File: src/rtl/mem_arbiter.sv
// Two-requester memory port arbiter: instruction prefetcher and load/store path
// share one valid/ready memory port, one transaction at a time, with alternating
// grants under contention and a programmable response timeout.
//
// Ports:
//   clk, rst                  clock (rising edge), async active-high reset
//   i_valid, i_addr           instruction request
//   i_ready, i_rdata, i_error instruction completion (one-cycle pulse)
//   d_valid, d_addr,
//   d_wdata, d_wstrb          data request (wstrb==0 is a load)
//   d_ready, d_rdata, d_error data completion (one-cycle pulse)
//   mem_valid, mem_instr,
//   mem_addr, mem_wdata,
//   mem_wstrb                 memory request
//   mem_ready, mem_rdata      memory completion
module mem_arbiter #(
    parameter int unsigned TIMEOUT = 256,
    parameter int unsigned CW      = 16
) (
    input  logic        clk,
    input  logic        rst,

    input  logic        i_valid,
    input  logic [31:0] i_addr,
    output logic        i_ready,
    output logic [31:0] i_rdata,
    output logic        i_error,

    input  logic        d_valid,
    input  logic [31:0] d_addr,
    input  logic [31:0] d_wdata,
    input  logic [3:0]  d_wstrb,
    output logic        d_ready,
    output logic [31:0] d_rdata,
    output logic        d_error,

    output logic        mem_valid,
    output logic        mem_instr,
    output logic [31:0] mem_addr,
    output logic [31:0] mem_wdata,
    output logic [3:0]  mem_wstrb,
    input  logic        mem_ready,
    input  logic [31:0] mem_rdata
);

    localparam bit          TO_EN   = (TIMEOUT != 0);
    localparam logic [CW-1:0] TO_LAST = CW'(TIMEOUT - 1);

    typedef enum logic [1:0] {
        IDLE   = 2'd0,
        BUSY_I = 2'd1,
        BUSY_D = 2'd2,
        RESP   = 2'd3
    } state_t;

    state_t        r_state,     w_state_nxt;
    logic          r_last_i,    w_last_i_nxt;   // 1: last grant went to instruction side
    logic [CW-1:0] r_cnt,       w_cnt_nxt;
    logic [31:0]   r_addr,      w_addr_nxt;
    logic [31:0]   r_wdata,     w_wdata_nxt;
    logic [3:0]    r_wstrb,     w_wstrb_nxt;
    logic          r_mem_valid, w_mem_valid_nxt;
    logic          r_mem_instr, w_mem_instr_nxt;
    logic          r_i_ready,   w_i_ready_nxt;
    logic [31:0]   r_i_rdata,   w_i_rdata_nxt;
    logic          r_i_error,   w_i_error_nxt;
    logic          r_d_ready,   w_d_ready_nxt;
    logic [31:0]   r_d_rdata,   w_d_rdata_nxt;
    logic          r_d_error,   w_d_error_nxt;

    logic w_grant_d;
    logic w_grant_i;
    logic w_timeout;

    // Data wins when alone, or on contention when instruction had the last grant.
    assign w_grant_d = d_valid & (~i_valid | r_last_i);
    assign w_grant_i = i_valid & ~w_grant_d;
    // mem_ready is checked before this, so it wins on the timeout edge.
    assign w_timeout = TO_EN && (r_cnt == TO_LAST);

    // State register and registered outputs.
    always_ff @(posedge clk or posedge rst) begin
        if (rst) begin
            r_state     <= IDLE;
            r_last_i    <= 1'b1;
            r_cnt       <= '0;
            r_addr      <= '0;
            r_wdata     <= '0;
            r_wstrb     <= '0;
            r_mem_valid <= 1'b0;
            r_mem_instr <= 1'b0;
            r_i_ready   <= 1'b0;
            r_i_rdata   <= '0;
            r_i_error   <= 1'b0;
            r_d_ready   <= 1'b0;
            r_d_rdata   <= '0;
            r_d_error   <= 1'b0;
        end else begin
            r_state     <= w_state_nxt;
            r_last_i    <= w_last_i_nxt;
            r_cnt       <= w_cnt_nxt;
            r_addr      <= w_addr_nxt;
            r_wdata     <= w_wdata_nxt;
            r_wstrb     <= w_wstrb_nxt;
            r_mem_valid <= w_mem_valid_nxt;
            r_mem_instr <= w_mem_instr_nxt;
            r_i_ready   <= w_i_ready_nxt;
            r_i_rdata   <= w_i_rdata_nxt;
            r_i_error   <= w_i_error_nxt;
            r_d_ready   <= w_d_ready_nxt;
            r_d_rdata   <= w_d_rdata_nxt;
            r_d_error   <= w_d_error_nxt;
        end
    end

    // Next-state and next-output logic; completion outputs default to idle.
    always_comb begin
        w_state_nxt     = r_state;
        w_last_i_nxt    = r_last_i;
        w_cnt_nxt       = r_cnt;
        w_addr_nxt      = r_addr;
        w_wdata_nxt     = r_wdata;
        w_wstrb_nxt     = r_wstrb;
        w_mem_valid_nxt = r_mem_valid;
        w_mem_instr_nxt = r_mem_instr;
        w_i_ready_nxt   = 1'b0;
        w_i_rdata_nxt   = '0;
        w_i_error_nxt   = 1'b0;
        w_d_ready_nxt   = 1'b0;
        w_d_rdata_nxt   = '0;
        w_d_error_nxt   = 1'b0;

        unique case (r_state)
            IDLE: begin
                if (w_grant_d) begin
                    w_state_nxt     = BUSY_D;
                    w_last_i_nxt    = 1'b0;
                    w_cnt_nxt       = '0;
                    w_addr_nxt      = d_addr;
                    w_wdata_nxt     = d_wdata;
                    w_wstrb_nxt     = d_wstrb;
                    w_mem_valid_nxt = 1'b1;
                    w_mem_instr_nxt = 1'b0;
                end else if (w_grant_i) begin
                    w_state_nxt     = BUSY_I;
                    w_last_i_nxt    = 1'b1;
                    w_cnt_nxt       = '0;
                    w_addr_nxt      = i_addr;
                    w_wdata_nxt     = '0;
                    w_wstrb_nxt     = '0;
                    w_mem_valid_nxt = 1'b1;
                    w_mem_instr_nxt = 1'b1;
                end
            end

            BUSY_I: begin
                if (mem_ready) begin
                    w_state_nxt     = RESP;
                    w_mem_valid_nxt = 1'b0;
                    w_i_ready_nxt   = 1'b1;
                    w_i_rdata_nxt   = mem_rdata;
                end else if (w_timeout) begin
                    w_state_nxt     = RESP;
                    w_mem_valid_nxt = 1'b0;
                    w_i_ready_nxt   = 1'b1;
                    w_i_error_nxt   = 1'b1;
                end else begin
                    w_cnt_nxt = r_cnt + CW'(1);
                end
            end

            BUSY_D: begin
                if (mem_ready) begin
                    w_state_nxt     = RESP;
                    w_mem_valid_nxt = 1'b0;
                    w_d_ready_nxt   = 1'b1;
                    w_d_rdata_nxt   = mem_rdata;
                end else if (w_timeout) begin
                    w_state_nxt     = RESP;
                    w_mem_valid_nxt = 1'b0;
                    w_d_ready_nxt   = 1'b1;
                    w_d_error_nxt   = 1'b1;
                end else begin
                    w_cnt_nxt = r_cnt + CW'(1);
                end
            end

            // Requester still shows valid here, so no grant is taken.
            RESP: begin
                w_state_nxt = IDLE;
                w_cnt_nxt   = '0;
            end

            default: begin
                w_state_nxt = IDLE;
            end
        endcase
    end

    assign i_ready   = r_i_ready;
    assign i_rdata   = r_i_rdata;
    assign i_error   = r_i_error;
    assign d_ready   = r_d_ready;
    assign d_rdata   = r_d_rdata;
    assign d_error   = r_d_error;
    assign mem_valid = r_mem_valid;
    assign mem_instr = r_mem_instr;
    assign mem_addr  = r_addr;
    assign mem_wdata = r_wdata;
    assign mem_wstrb = r_wstrb;

endmodule

File: config.mk
export PLATFORM = sky130hd
export DESIGN_NAME = mem_arbiter
export DESIGN_NICKNAME = d
export VERILOG_FILES = /design/src/rtl/mem_arbiter.sv
export SDC_FILE = /design/constraint.sdc
export NUM_CORES = 1
export LEC_CHECK = 0
export BUFFER_PORTS_ARGS = -buffer_cell sky130_fd_sc_hd__clkbuf_2
export CAP_MARGIN = 0
export CORE_MARGIN = 2
export CORE_UTILIZATION = 47
export DETAILED_ROUTE_END_ITERATION = 7
export GPL_TIMING_DRIVEN = 0
export PLACE_DENSITY = 0.89
export SLEW_MARGIN = 15
export SYNTH_ARGS = -nofsm -noshare
export SYNTH_HDL_FRONTEND = slang
export SYNTH_SLANG_ARGS = --single-unit
File: constraint.sdc
create_clock -name clk -period 5.41 [get_ports clk]
set_input_delay 0.8115 -clock clk [delete_from_list [all_inputs] [get_ports clk]]
set_output_delay 0.8115 -clock clk [all_outputs]
set_load 0.02 [all_outputs]
==> flow_summary_export.csv <==
group,metric,value,unit
clocking,hold_buffers,0,
floorplan,core-area,12700,sq um
placed_design,finalWeightedCongestion,0.842,
grt,antenna_found_initial,0,
job,drv_cap,0,
route,top_layer_used,"met4",
sta,setup_slack,3.07,ns
floorplan,die_area,14100,sq um
critical_path,cp-end-kind,"register",
floorplan,ios,275,
floorplan,die_h,119,um
sta,max_slew_margin,53.5,%
route,drt_wl_total,16800,um
route,dr_wl_met2,8970,um
route,drt-initial-drc-count,279,
cells_and_area,stdcell_area,8410,sq um
grt,grt_pass1_vias,5290,
cells_and_area,fillerInstances,1025,
floorplan,start_util,48.6,%
critical_path,crit_required,5.74,ns
sta,setup_violations,0,
route,remaining_drc_errors,0,
cells_and_area,diodes,0,
grt,grt_max_degree,86,
critical_path,worstSetupPathType,"in2reg",
route,wl_met3,955,um
placed_design,place_hpwl,12300,um
yosys,ys_seq_elements,157,
yosys,synth_area_leaders,"dfrtp_1 (63%), and3_1 (6.8%), mux2i_1 (5.2%)",
yosys,avgSynthCellArea,12.2,sq um
critical_path,critPathArrivalTime,2.67,ns
yosys,synth_area_leader_cell,"dfrtp_1",
placed_design,pre_cts_slack,2.57,ns
cells_and_area,fin_util,66.1,%
yosys,synth_ff_type,"dfrtp_1",
sta,fin_crit,2.34,ns
route,post_drt_wl_per_cell,17.0,um
grt,grt_pass1_wl,26700,um
yosys,syn_nets,651,
floorplan,die_w,119,um
clocking,cts_buffers,17,
clocking,cts_tree,"done",
yosys,ys_seq_area_share,63.5,%
min_path,hold_class,"reg2reg",
route,via_per_inst,5.29,
power_and_ir_drop,p_per_area,526,nW/um^2
yosys,async_flop_share,100,%
clocking,htree_levels,4,
clocking,cts_root_buffer,"clkbuf_16",
cells_and_area,area_delta_synth_final,35.8,%
sta,rsz0062_at_grt,"false",
route,wl_met1,6510,um
outcome,status,"complete, no violations",
clocking,ctsResizeCount,0,
clocking,clock-sinks,157,
yosys,synth_warnings,0,
cells_and_area,layout.nets,945,
grt,globalRouteOverflowTotal,0,
sta,worst_slew_pin_slew,0.696,ns
sta,period_share,43.3,%
yosys,netlist_area,6190,sq um
cells_and_area,layout-drive-gt1-share,39.7,%
cells_and_area,multi_input_area,2050,sq um
power_and_ir_drop,peakVddDrop,0.309,mV
sta,maxSlewViolCount,0,
placed_design,placed_cell_area,7810,sq um
sta,hold_violations,0,
route,dr.pass1.iters,4,
critical_path,worstSetupStartpointType,"input port",
cells_and_area,ff_latch_area,3930,sq um
route,antenna_left,0,
yosys,synth_edf_count,0,
yosys,yosys.cell_types.count,51,
critical_path,critPathMaxFanout,10,
sta,max_freq,427,MHz
sta,skew,0.0114,ns
yosys,yosysTopAreaCellShare,63.1,%
placed_design,io_buffers,274,
clocking,worstSkewPairLatency,0.41,ns
clocking,cts_setup_buffers,0,
clocking,clock_path_buffers,2,
power_and_ir_drop,p_leak,4.78,nW
yosys,syn-instance-count,509,
floorplan,rows,41,
power_and_ir_drop,finalPower,4.42,mW
clocking,clk_pin_slew_worst_paths,0.06,ns
grt,track_usage,24.2,%
sta,fin_hold_ws,0.471,ns
route,vias,5231,
## path summary, 6_finish.rpt
check / startpoint / end / slack, ns / cells past startpoint
max reg2reg: r_state[0]$_DFFE_PP0P_ / mem_addr[13]$_DFFE_PP0P_ / 3.09 / 7
min reg2reg: r_last_i$_DFFE_PP1P_ / r_last_i$_DFFE_PP1P_ / 0.47 / 2
min: r_last_i$_DFFE_PP1P_ / r_last_i$_DFFE_PP1P_ / 0.47 / 2
max in group asynchronous: rst / r_last_i$_DFFE_PP1P_ / 4.15 / 3
max: i_valid / mem_addr[13]$_DFFE_PP0P_ / 3.07 / 6
min in group asynchronous: rst / d_rdata[9]$_DFF_PP0_ / 0.49 / 2
## state kept, by name (all words and copies together) (netlist names)
name	cells
mem_wdata	32
d_error	1
r_cnt	16
i_ready	1
mem_addr	32
i_error	1
mem_valid	1
d_rdata	32
d_ready	1
mem_wstrb	4
i_rdata	32
r_state	2
r_last_i	1
mem_instr	1
## per-stage QoR
stage,setup TNS (ns),cells
after floorplan,0,509
after global routing,0,988
after detailed placement,0,956
after CTS,0,988
after global placement,-172.56,955
final,0,988
## worst max-delay path, cell delays in order
cell	delay, ns
clkbuf_2	0.10
o21ai_0	0.46
clkbuf_1	0.57
clkbuf_1	0.49
nand2_1	0.13
o21ai_0	0.10
## where the power goes
| part | switching (mW) | total [mW] | internal, mW |
|---|---|---|---|
| logic | 1.04 | 1.60 | 0.555 |
| clock network | 0.485 | 1.19 | 0.703 |
| registers | 0.150 | 1.64 | 1.49 |
## cells in the final DEF (no fill, tap or decap), types with 3 or more instances in the layout
master       n
inv_6        4
nand2_1     48
nor3_1       3
ha_1         5
buf_2        8
clkbuf_2   274
clkbuf_16   17
and3_1      67
a21o_1       3
mux2i_1     32
clkbuf_1    28
o21ai_0     34
clkinv_2     3
a22o_1      36
inv_8        3
inv_1        6
nand3_1     14
or4_1        9
nand4_1      4
nor2_1       3
a21oi_1      3
o211ai_1     8
dfrtp_1    156
## Yosys cell counts, types with 2 or more instances
cell / number
o211ai_1: 8
o311ai_0: 2
buf_1: 2
inv_1: 7
nand4_1: 4
mux2i_1: 32
clkbuf_1: 28
nor2_1: 3
a21o_1: 3
a21oi_1: 3
nand3_1: 14
o31ai_1: 2
dfrtp_1: 156
ha_1: 5
or4_1: 9
buf_2: 8
nor2b_1: 2
nand2_1: 48
o21bai_1: 2
o21ai_1: 2
a22o_1: 36
and3_1: 67
or3_1: 2
o211a_1: 2
nor3_1: 3
o21ai_0: 34
## layout make-up
class,count,area share [%]
clock buffer,18,5.22
sequential,157,46.7
tap,172,2.56
multi-input combinational,305,24.4
clock inverter,14,1.88
timing repair buffer,275,16.6
buffer,40,2.13
inverter,7,0.402
## routing by layer
metal | vias up | track usage, %
li1 | 2434 | -
met1 | 2564 | 27.8
met2 | 201 | 43.6
met3 | 32 | 5.21
met4 | 0 | 10.0
met5 | - | 0
## cells by family after synthesis
family / after synthesis / share of synthesized area, %
adders and majority gates: 5 / 1.01
muxes: 32 / 5.18
DFF: 157 / 63.5
and+or+nand+nor: 166 / 15.2
AOI/OAI and AO/OA: 102 / 11.8
buffers and inverters: 47 / 3.32
Power figures use the tool's default switching activity.
